==> config.mk <==
export PLATFORM = sky130hd
export DESIGN_NAME = ex_div_flat
export DESIGN_NICKNAME = d
export VERILOG_FILES = /design/src/rtl/ex_div_if.sv /design/src/rtl/ex_div.sv /design/src/flat_wrapper.sv
export SDC_FILE = /design/constraint.sdc
export NUM_CORES = 1
export LEC_CHECK = 0
export CORE_UTILIZATION = 56
export DETAILED_ROUTE_END_ITERATION = 10
export PLACE_DENSITY_LB_ADDON = 0.3
export SLEW_MARGIN = 10
export SYNTH_ARGS = -nofsm -noshare
export SYNTH_HDL_FRONTEND = slang
export SYNTH_SLANG_ARGS = --single-unit
==> constraint.sdc <==
create_clock -name clk -period 4.3 [get_ports clk]
set_clock_uncertainty 0.15 [all_clocks]
set_input_delay 0.43 -clock clk [delete_from_list [all_inputs] [get_ports clk]]
set_output_delay 0.43 -clock clk [all_outputs]
set_load 0.1 [all_outputs]
==> src/rtl/ex_div_if.sv <==
// Handshake and write-back bundle for the iterative divider (ex_div).
// master: issuing pipeline stage; slave: the divider itself.
interface ex_div_if #(
  parameter int unsigned XLEN = 32
);
  logic            start_i;
  logic [1:0]      op_i;
  logic [XLEN-1:0] dividend_i;
  logic [XLEN-1:0] divisor_i;
  logic [4:0]      rd_addr_i;
  logic            flush_i;
  logic            ready_o;
  logic            busy_o;
  logic            valid_o;
  logic [XLEN-1:0] result_o;
  logic            reg_we_o;
  logic [4:0]      reg_waddr_o;
  logic [XLEN-1:0] reg_wdata_o;

  modport master (
    output start_i, op_i, dividend_i, divisor_i, rd_addr_i, flush_i,
    input  ready_o, busy_o, valid_o, result_o, reg_we_o, reg_waddr_o, reg_wdata_o
  );

  modport slave (
    input  start_i, op_i, dividend_i, divisor_i, rd_addr_i, flush_i,
    output ready_o, busy_o, valid_o, result_o, reg_we_o, reg_waddr_o, reg_wdata_o
  );
endinterface

==> src/rtl/ex_div.sv <==
// Iterative restoring divider for DIV/DIVU/REM/REMU with register-file write-back.
// One quotient bit per cycle, MSB first; result appears 33 edges after acceptance.
// Optional macro DIV_FASTPATH_EN: divide-by-zero and signed overflow bypass the
// iteration and complete in the cycle after the accepting edge.
module ex_div #(
  parameter int unsigned XLEN = 32
) (
  input  logic   clk,
  input  logic   rst_n,
  ex_div_if.slave bus
);

  typedef enum logic [1:0] {StIdle, StCalc, StDone} state_e;

  localparam logic [XLEN-1:0] MinNeg  = {1'b1, {(XLEN-1){1'b0}}};
  localparam logic [XLEN-1:0] AllOnes = '1;

  state_e          state_q;
  logic [5:0]      cnt_q;
  logic [1:0]      op_q;
  logic [4:0]      rd_q;
  logic [XLEN-1:0] dvd_q;    // raw dividend, needed for REM by zero
  logic [XLEN-1:0] dvs_q;    // divisor magnitude
  logic [XLEN-1:0] quo_q;    // shifts out dividend magnitude, shifts in quotient bits
  logic [XLEN-1:0] rem_q;
  logic            neg_quo_q;
  logic            neg_rem_q;
  logic            div0_q;
  logic            ovf_q;
  logic            valid_q;
  logic            we_q;
  logic [XLEN-1:0] result_q;
  logic [4:0]      waddr_q;

  logic            accept;
  logic            in_signed;
  logic            in_div0;
  logic            in_ovf;
  logic [XLEN-1:0] in_abs_dvd;
  logic [XLEN-1:0] in_abs_dvs;
  logic [XLEN:0]   shifted;
  logic [XLEN:0]   diff;
  logic            ge;
  logic [XLEN-1:0] rem_nxt;
  logic [XLEN-1:0] quo_nxt;
  logic [XLEN-1:0] fin_res;
  logic            unused_msb;

  // Architecturally defined results for the corner cases that bypass the quotient math.
  function automatic logic [XLEN-1:0] special_res(input logic [1:0] op,
                                                  input logic [XLEN-1:0] dvd,
                                                  input logic div0);
    logic [XLEN-1:0] r;
    if (div0) r = op[1] ? dvd : AllOnes;
    else      r = op[1] ? '0 : MinNeg;
    return r;
  endfunction

  // Decode the incoming request: acceptance, sign handling and corner cases.
  always_comb begin
    accept     = (state_q == StIdle) && bus.start_i && !bus.flush_i;
    in_signed  = !bus.op_i[0];
    in_div0    = (bus.divisor_i == '0);
    in_ovf     = in_signed && (bus.dividend_i == MinNeg) && (bus.divisor_i == AllOnes);
    in_abs_dvd = (in_signed && bus.dividend_i[XLEN-1]) ? ('0 - bus.dividend_i) : bus.dividend_i;
    in_abs_dvs = (in_signed && bus.divisor_i[XLEN-1]) ? ('0 - bus.divisor_i) : bus.divisor_i;
  end

  // One restoring step: shift in the next dividend bit, subtract if it fits.
  always_comb begin
    shifted = {rem_q, quo_q[XLEN-1]};
    diff    = shifted - {1'b0, dvs_q};
    ge      = (shifted >= {1'b0, dvs_q});
    rem_nxt = ge ? diff[XLEN-1:0] : shifted[XLEN-1:0];
    quo_nxt = {quo_q[XLEN-2:0], ge};
  end

  // Remainder is always below the divisor, so the top bits never carry information.
  assign unused_msb = ^{diff[XLEN], shifted[XLEN]};

  // Final sign fix-up or corner-case override once all quotient bits are in.
  always_comb begin
    fin_res = '0;
    if (div0_q || ovf_q)  fin_res = special_res(op_q, dvd_q, div0_q);
    else if (op_q[1])     fin_res = neg_rem_q ? ('0 - rem_q) : rem_q;
    else                  fin_res = neg_quo_q ? ('0 - quo_q) : quo_q;
  end

  // Control FSM, datapath registers and registered write-back outputs.
  always_ff @(posedge clk) begin
    if (!rst_n) begin
      state_q   <= StIdle;
      cnt_q     <= '0;
      op_q      <= '0;
      rd_q      <= '0;
      dvd_q     <= '0;
      dvs_q     <= '0;
      quo_q     <= '0;
      rem_q     <= '0;
      neg_quo_q <= 1'b0;
      neg_rem_q <= 1'b0;
      div0_q    <= 1'b0;
      ovf_q     <= 1'b0;
      valid_q   <= 1'b0;
      we_q      <= 1'b0;
      result_q  <= '0;
      waddr_q   <= '0;
    end else begin
      valid_q <= 1'b0;
      we_q    <= 1'b0;
      case (state_q)
        StIdle: begin
          if (accept) begin
            op_q      <= bus.op_i;
            rd_q      <= bus.rd_addr_i;
            dvd_q     <= bus.dividend_i;
            dvs_q     <= in_abs_dvs;
            quo_q     <= in_abs_dvd;
            rem_q     <= '0;
            cnt_q     <= '0;
            neg_quo_q <= in_signed && (bus.dividend_i[XLEN-1] ^ bus.divisor_i[XLEN-1]);
            neg_rem_q <= in_signed && bus.dividend_i[XLEN-1];
            div0_q    <= in_div0;
            ovf_q     <= in_ovf;
            state_q   <= StCalc;
`ifdef DIV_FASTPATH_EN
            if (in_div0 || in_ovf) begin
              result_q <= special_res(bus.op_i, bus.dividend_i, in_div0);
              waddr_q  <= bus.rd_addr_i;
              valid_q  <= 1'b1;
              we_q     <= (bus.rd_addr_i != 5'd0);
              state_q  <= StDone;
            end
`endif
          end
        end
        StCalc: begin
          if (bus.flush_i) begin
            state_q <= StIdle;
          end else if (cnt_q == 6'd32) begin
            // All 32 bits resolved; this extra cycle registers the signed result.
            result_q <= fin_res;
            waddr_q  <= rd_q;
            valid_q  <= 1'b1;
            we_q     <= (rd_q != 5'd0);
            state_q  <= StDone;
          end else begin
            rem_q <= rem_nxt;
            quo_q <= quo_nxt;
            cnt_q <= cnt_q + 6'd1;
          end
        end
        StDone: begin
          state_q <= StIdle;
        end
        default: begin
          state_q <= StIdle;
        end
      endcase
    end
  end

  // Status decode; a flush in DONE masks the pulse in that same cycle.
  always_comb begin
    bus.ready_o     = (state_q == StIdle);
    bus.busy_o      = (state_q == StCalc) || (state_q == StDone);
    bus.valid_o     = valid_q && !bus.flush_i;
    bus.reg_we_o    = we_q && !bus.flush_i;
    bus.result_o    = result_q;
    bus.reg_waddr_o = waddr_q;
    bus.reg_wdata_o = result_q;
  end

endmodule

==> src/flat_wrapper.sv <==
// flat-port wrapper written by rule: the top's interface ports become plain ports
module ex_div_flat 
#(
  parameter int unsigned XLEN = 32
)
  (clk, rst_n, bus_start_i, bus_op_i, bus_dividend_i, bus_divisor_i, bus_rd_addr_i, bus_flush_i, bus_ready_o, bus_busy_o, bus_valid_o, bus_result_o, bus_reg_we_o, bus_reg_waddr_o, bus_reg_wdata_o);
  ex_div_if #(.XLEN(XLEN)) bus_i ();
  input  logic clk;
  input  logic rst_n;
  input wire logic [$bits(bus_i.start_i)-1:0] bus_start_i;
  input wire logic [$bits(bus_i.op_i)-1:0] bus_op_i;
  input wire logic [$bits(bus_i.dividend_i)-1:0] bus_dividend_i;
  input wire logic [$bits(bus_i.divisor_i)-1:0] bus_divisor_i;
  input wire logic [$bits(bus_i.rd_addr_i)-1:0] bus_rd_addr_i;
  input wire logic [$bits(bus_i.flush_i)-1:0] bus_flush_i;
  output wire logic [$bits(bus_i.ready_o)-1:0] bus_ready_o;
  output wire logic [$bits(bus_i.busy_o)-1:0] bus_busy_o;
  output wire logic [$bits(bus_i.valid_o)-1:0] bus_valid_o;
  output wire logic [$bits(bus_i.result_o)-1:0] bus_result_o;
  output wire logic [$bits(bus_i.reg_we_o)-1:0] bus_reg_we_o;
  output wire logic [$bits(bus_i.reg_waddr_o)-1:0] bus_reg_waddr_o;
  output wire logic [$bits(bus_i.reg_wdata_o)-1:0] bus_reg_wdata_o;
  assign bus_i.start_i = bus_start_i;
  assign bus_i.op_i = bus_op_i;
  assign bus_i.dividend_i = bus_dividend_i;
  assign bus_i.divisor_i = bus_divisor_i;
  assign bus_i.rd_addr_i = bus_rd_addr_i;
  assign bus_i.flush_i = bus_flush_i;
  assign bus_ready_o = bus_i.ready_o;
  assign bus_busy_o = bus_i.busy_o;
  assign bus_valid_o = bus_i.valid_o;
  assign bus_result_o = bus_i.result_o;
  assign bus_reg_we_o = bus_i.reg_we_o;
  assign bus_reg_waddr_o = bus_i.reg_waddr_o;
  assign bus_reg_wdata_o = bus_i.reg_wdata_o;
  ex_div #(.XLEN(XLEN)) u_core (.clk(clk), .rst_n(rst_n), .bus(bus_i));
endmodule
# Yosys cells after proc, flatten, opt, wreduce, memory -nomap -nowiden
# Cells that the tools add are included.
# Widths: inputs -> output; s select.
op_classes:
  add_sub_neg: 6
  n_lt_le_gt_ge: 1
  eq_ne: 9
  muxes: 27
  n_bitwise: 5
  reduce_logical: 23
op_table:
  columns: ["op", "n"]
  rows:
  - ["$mux 32", 16]
  - ["$pmux 32 s2", 2]
  - ["$sub 1x32->32 const A", 4]
  - ["$eq 32x32->1 const B", 2]
  - ["$ge 33x32->1", 1]
  - ["$logic_not 32->1", 1]
  - ["$sub 32x32->32", 1]
  - ["$mux 6", 3]
  - ["$pmux 6 s2", 1]
  - ["$logic_and 1x1->1", 9]
  - ["$add 6x1->6 const B", 1]
  - ["$eq 6x6->1 const B", 1]
  - ["$mux 2", 3]
  - ["$reduce_bool 5->1", 1]
  - ["$ne 2x2->1 const B", 2]
  - ["$not 1->1", 4]
  - ["$pmux 2 s2", 1]
  - ["$reduce_and 2->1", 2]
  - ["$reduce_and 4->1", 1]
  - ["$reduce_or 4->1", 1]
  - ["$ne 3x2->1 const B", 1]
  - ["$reduce_and 3->1", 1]
  - ["$reduce_or 3->1", 1]
  - ["$eq 2x1->1 const B", 1]
  - ["other kinds (8)", 10]
totals:
  reg_bits: 186
  input_bits: 75
  out_inout_bits: 73

# Longest topological paths before layout
# Gate-level depths: netlist of the first run.
depth:
  depth_word: 5
  depth_mapped: 13
  ltp_nobuf: 13

# Worst setup path after synthesis of the first run
# OpenSTA, ideal clock, no wires.
synth_path:
  path_kind: "reg2reg"
  from: "reg u_core.quo_q[31]"
  to: "reg u_core.rem_q[28]"
  setup_ns: 0.125
  arrival_time_ns: 2.716
  required_ns: 4.025
  setup_slack_ns: 1.308
  stages_incl_launch_ff: 14
  period_less_slack_ns: 2.992
  path_cell_list: "dfxtp_1 -> inv_1 -> ha_1 -> inv_1 -> fa_1 -> a21o_1 -> a221oi_1 -> o221a_2 -> a22oi_1 -> a31o_2 -> a21o_1 -> a21oi_1 -> xor2_1 -> o21ai_0"
synth_between:
  elab_chain_cells: 5
synth_lines:
  columns: ["element", "line", "rtl"]
  rows:
  - ["from (decl)", "ex_div.sv:24", "logic [XLEN-1:0] quo_q;"]
  - ["from (signal assigned)", "ex_div.sv:118", "quo_q <= in_abs_dvd;"]
  - ["from (signal assigned)", "ex_div.sv:149", "quo_q <= quo_nxt;"]
  - ["$sub 32x32->32 / $ge 33x32->1 (equally long branches)", "ex_div.sv:72, ex_div.sv:73", null]
  - ["$mux 32 *", "ex_div.sv:74", "rem_nxt = ge ? diff[XLEN-1:0] : shifted[XLEN-1:0];"]
  - ["$mux 32 *", "ex_div.sv:140", "end else if (cnt_q == 6'd32) begin"]
  - ["$mux 32 *", "ex_div.sv:138", "if (bus.flush_i) begin"]
  - ["$pmux 32 s2 *", "ex_div.sv:111", "case (state_q)"]
  - ["to (signal assigned)", "ex_div.sv:148", "rem_q <= rem_nxt;"]
  - ["to (decl)", "ex_div.sv:25", "logic [XLEN-1:0] rem_q;"]
# Every way passes the cells marked *; elsewhere a longest branch is shown, timed or not. The select of a mux whose other input is x is not followed.
# A chain may end at the register's enable or synchronous reset.

# Final worst setup path of the first run
# Same ends and word-level chain as after synthesis.

==> metrics, run 1 <==
fin crit share 0.8176; Num CTS Buffers 17; Syn Inst Count 1642; Core Area between 20000 and 25000 um2; CP top delay family compound AO/OA/AOI/OAI gates; Max Root-Sink Buffers 2; Max Cap Viol 0; PostCTS Resize Cnt 0; worst path arrival time ~3.7 ns; post-layout util 0.6628; crit path cell chain inv_1, ha_1, inv_1, fa_1, a21o_1, a221oi_1, o221a_2, a22oi_1, a31o_2, a21o_1, a21oi_1, xor2_1, o21ai_0; critical path class reg2reg; final net count 1809; pwr dens 306.2 nW/um2; Hold WS 0.3134 ns; post-cts hold buffer count 0; worst skew pair latency roughly 0.45 ns; status finished, violations left; global-route wire length before repair between 50 and 60 mm; DRT antenna net count 0; CTS H-tree lvls 4; Synth Net Count between 1500 and 2000; Post-CTS Setup Repair Bufs 0; most frequent cells in the layout nand2_1, dfxtp_1, clkdlybuf4s50_1, o21ai_0, a21oi_1; final count of negative-setup-slack endpoints 0; multi-input logic area 7876 um2; FFs w/ async S/R, synth 0; overall routed net length between 30 and 40 mm; largest net degree at the start of global routing slightly above 100; Tot Pwr approximately 0.0044 W; Initial Utilization 0.5709; Seq. cell area ~3700 um2; CP Capture Type flip-flop; Final Wtd Congestion a little under 1; CTS tree built; gr usage total 0.3275; crit-path max FO 3; Least-Margin Pin Slew about 1.3 ns; vias in the first global route roughly 11000; Port Buffers 147; Synth cell types 77; unrepaired setup endpoints after global routing no; Warnings, synthesis 0; Internal roughly 0.0029 W; CP Launch Type flip-flop; DIE WIDTH between 150 and 200 um; worst stage delay on the critical path around 0.54 ns; CTS root buf clkbuf_16; Slowest-stage cell, CP a221oi_1; I/O pins ~150; Clock Power Share 0.379; max frequency roughly 280 MHz; failing checks design-rule violations; Final min period about 3.5 ns; DR vias 12376; Lkg Pwr about 5.7 nW; Comb pwr share 0.204; grt ovf 0; initial antenna violation count 0; cell area after synthesis 12460 um2; clk sinks ~190; cell row count between 50 and 60; Area Growth Syn to Fin 16.09%; Data required, critical path between 4 and 5 ns; Final Max Slew Viols 0; Mapped Avg Cell Area around 7.6 um2; Via density approximately 6.2; sw power about 0.0015 W; Worst-path clk slew ~0.08 ns; share of power burned in registers 0.418; Slew HR 0.1613; Initial DRC Count roughly 1300; Setup TNS 0 ns; share of layout cells above drive strength 1 0.04985; # DRC 1; Hold Vio Cnt, Final 0; Buf/Inv on CP 2; Die ar. approximately 23000 um2; most common cell after layout, fill and taps aside nand2_1; drt pass-1 iters 11; Final Non-Filler Cells slightly below 2000; peak supply drop about 0.27 mV; Antenna diodes 0; Post-Place Cells around 2000; Top FF cell, synth dfxtp_1; HP Class reg2reg; fill cell count between 1500 and 2000; #FFs+latches synth roughly 190; Net Sw Frac 0.3356; EDFF count, synth 0; DP HPWL 26.66 mm; Die Y around 150 um; Seq/Total Area, Yosys 0.2972; wire per inst ~19 um
[cells in the mapped netlist (all sizes together) (11+ instances only)]
cell type	n	area share
or4	16	0.010
inv	60	0.018
nand3	73	0.029
o41ai	14	0.012
nor4	12	0.0077
mux2i	11	0.0088
a21boi	76	0.046
xor2	65	0.046
buf	40	0.022
o211a	25	0.020
nor2b	15	0.0075
a21oi	91	0.037
clkbuf	102	0.031
a21o	18	0.011
a32oi	12	0.0084
nor2	60	0.018
or3	17	0.0089
nor3	26	0.011
dfxtp	185	0.30
o21ai	123	0.049
nand2	291	0.088
xnor2	78	0.055
ha	41	0.041
o31ai	35	0.022
and2	11	0.0055
nand4	20	0.010
[flip-flops by register name (all words and copies together), names as in the netlist, 2 cells and up]
signal	flops
u_core.bus.reg_wdata_o	32
u_core.dvd_q	32
u_core.dvs_q	32
u_core.quo_q	32
u_core.rem_q	32
u_core.cnt_q	6
u_core.bus.reg_waddr_o	5
u_core.rd_q	5
u_core.state_q	2
[kinds of logic (layout without fill, tap and decap cells)]
group,after synthesis,in the layout,synth area share
DFF,185,185,0.2972
xor gates and xnor gates,143,143,0.1005
and+or+nand+nor,574,574,0.2156
adders and majority gates,42,42,0.04278
buffers and inverters,204,267,0.07140
AOI/OAI and AO/OA,482,482,0.2627
muxes,12,12,0.009741
[metrics by stage]
stage | setup slack (ns) | area (um2)
global route | 0.5856 | 14460
CTS | 0.8456 | 14460
detailed placement | 0.7110 | 13830
finish | 0.7844 | 14460
global placement | 0.7640 | 13830
floorplan | 1.308 | 12460
[worst min-delay path: cells and delay by family (launching register included)]
kind	cells	cell delay [ns]
and+or+nand+nor	1	0.05
DFF	1	0.31
AOI/OAI and AO/OA	1	0.06
[layer usage]
metal	GRT usage	wire length (um)
met1	0.4683	16300
met2	0.4894	15980
met3	0.06325	3693
met4	0.1090	1033
met5	0	0
[area by class of cell]
class / count / share of cell area
multi-input cells: 1253 / 0.5445
inverters: 62 / 0.01609
clock inverters: 15 / 0.01462
repair buffers: 173 / 0.1151
clock buffers: 17 / 0.02941
well taps: 280 / 0.02422
flip-flops and latches: 185 / 0.2561
[worst paths after layout]
kind | start | to | slack, ns | cells past startpoint
worst max-delay path | u_core.quo_q[31] | u_core.rem_q[28] | 0.78 | 13
worst min-delay path | u_core.dvd_q[22] | u_core.dvd_q[22] | 0.31 | 2
worst max register to register | u_core.quo_q[31] | u_core.rem_q[28] | 0.78 | 13
worst min register to register | u_core.dvd_q[22] | u_core.dvd_q[22] | 0.31 | 2
[power by group through the flow]
stage | Combinational (W) | Sequential, W | Clock [W]
finish | 0.000902 | 0.00185 | 0.00168
global route | 0.000985 | 0.00186 | 0.00175
CTS | 0.000882 | 0.00185 | 0.00168
detailed placement | 0.000877 | 0.00189 | 0
global placement | 0.000863 | 0.00188 | 0
floorplan | 0.000608 | 0.00186 | 0
(Power assumes the default switching activity.)
==> run 2: changes to the inputs <==
==> constraint.sdc (replaced) <==
create_clock -name clk -period 3.4 [get_ports clk]
set_clock_uncertainty 0.15 [all_clocks]
set_input_delay 0.34 -clock clk [delete_from_list [all_inputs] [get_ports clk]]
set_output_delay 0.34 -clock clk [all_outputs]
set_load 0.1 [all_outputs]
==> run 2 against run 1 <==
The flow now finishes without violations. Global-route usage fell by 0.13 points. Via count is 1.1% higher. First-iteration DRC count increased by 8.7%. Sequential share of layout area shrank 0.52 points. Utilization up 1.4 points. Sequential power rose by 26%. Critical endpoint is now u_core.bus.reg_wdata_o[29]. Total power grew 27%. Critical path type unchanged. Maximum frequency up 7.6%.
==> metrics, run 2 (same netlist as run 1, synthesis figures left out) <==
post-cts hold buffer count 0 (unchanged); Via density 6.189 (-0.73%); gr usage total 0.3263 (-0.001252); Antenna diodes 0 (unchanged); global-route wire length before repair 58.31 mm (about the same); HP Class in2reg; I/O pins 148 (unchanged); Slew HR 0.3022 (+0.1409); Initial Utilization 0.5709 (unchanged); Tot Pwr 0.005617 W (+27%); drt pass-1 iters 8 (-3); Final min period 3.268 ns (-0.2479 ns); Post-CTS Setup Repair Bufs 0 (unchanged); largest net degree at the start of global routing 101 (unchanged); Core Area 21820 um2 (unchanged); critical path class reg2reg; Final Wtd Congestion 0.9588 (-3.3%); Final Max Slew Viols 0 (unchanged); Hold Vio Cnt, Final 0 (unchanged); grt ovf 0 (unchanged); cell repeated most along the worst path or3_1; final count of negative-setup-slack endpoints 0 (unchanged); Die ar. 22850 um2 (unchanged); crit path cell chain or4_1, or3_1, or3_1, o31ai_1, xor2_1, o32ai_1, a211oi_1, a21oi_1; overall routed net length 37.11 mm (+0.29%); vias in the first global route 11001 (+0.59%); wire per inst 18.36 um (-1.5%); share of layout cells above drive strength 1 0.07463 (+0.02477); most frequent cells in the layout nand2_1, dfxtp_1, clkdlybuf4s50_1, o21ai_0, a21oi_1; peak supply drop 0.3366 mV (+26%); CTS H-tree lvls 4 (unchanged); Setup TNS 0 ns (unchanged); most common cell after layout, fill and taps aside nand2_1; Data required, critical path 3.58 ns (-0.89 ns); Hold WS 0.1814 ns (-0.1320 ns); Least-Margin Pin Slew 1.047 ns (-0.2096 ns); Num CTS Buffers 17 (unchanged); worst stage delay on the critical path 0.63 ns (+0.09 ns); cell row count 54 (unchanged); Max Cap Viol 0 (unchanged); fin crit share 0.9611 (+0.1435); clk sinks 185 (unchanged); initial antenna violation count 0 (unchanged); unrepaired setup endpoints after global routing no; Lkg Pwr 5.946 nW (+3.4%); crit-path max FO 7 (+4); CP Launch Type flip-flop; Die Y 151.2 um (unchanged); DRT antenna net count 0 (unchanged); Max Root-Sink Buffers 2 (unchanged); # DRC 0 (-1); worst path arrival time 3.44 ns (-0.25 ns); Port Buffers 147 (unchanged); max frequency 306.0 MHz (+7.6%); CTS root buf clkbuf_16; status finished clean; Area Growth Syn to Fin 18.53%; DR vias 12515 (+1.1%); DP HPWL 27.02 mm (+1.3%); Initial DRC Count 1387 (+8.7%); pwr dens 380.4 nW/um2 (+24%); Buf/Inv on CP 0 (-2); CP Capture Type flip-flop; final net count 1846 (+2.0%); DIE WIDTH 151.2 um (unchanged); worst skew pair latency 0.44 ns (about the same); PostCTS Resize Cnt 0 (unchanged); CP top delay family simple AND/OR/NAND/NOR gates; Worst-path clk slew 0.08 ns (about the same); Slowest-stage cell, CP or4_1; CTS tree built
run 2: final timing paths:
check,from,to,slack (ns),depth (start not counted)
setup reg to reg,u_core.rem_q[9],u_core.bus.reg_wdata_o[29],0.13,8
setup / recovery,u_core.rem_q[9],u_core.bus.reg_wdata_o[29],0.13,8
hold / removal,rst_n,u_core.bus.reg_wdata_o[19],0.18,3
hold reg to reg,u_core.dvd_q[27],u_core.dvd_q[27],0.31,2
run 2: final cells by class:
| cell class | count | area [um2] |
|---|---|---|
| fillers | 1831 | 7056 |
| clock inverters | 15 | 209.0 |
| multi-input cells | 1253 | 7901 |
| inverters | 62 | 232.7 |
| flip-flops and latches | 185 | 3705 |
| clock buffers | 17 | 425.4 |
| repair buffers | 210 | 1944 |
| well taps | 280 | 350.3 |
run 2: report_power, final:
group          internal, W  switching, W
Combinational     0.000476      0.000708
Clock              0.00103       0.00107
Sequential         0.00225     0.0000832
Total              0.00376       0.00186
run 2: worst min-delay path, cell delays in order:
cell	delay [ns]
buf_4	0.22
o31ai_1	0.11
nor2_1	0.04
run 2: per-stage QoR:
step	std cells	utilization	area, um2	worst slack (ns)
2_1_floorplan	1642	-	12460	0.4083
5_1_grt	2022	0.6767	14770	0.006652
3_3_place_gp	1990	0.6464	14110	0.04915
3_5_place_dp	1990	0.6464	14110	0.03913
6_report	2022	0.6767	14770	0.1323
4_1_cts	2022	0.6755	14740	0.08867
run 2: metal layers:
layer	part of all wire	vias up	track usage
met2	0.44	653	0.4950
met5	0	-	0
li1	-	5965	-
met4	0.028	0	0.1070
met1	0.44	5811	0.4702
met3	0.095	86	0.04849
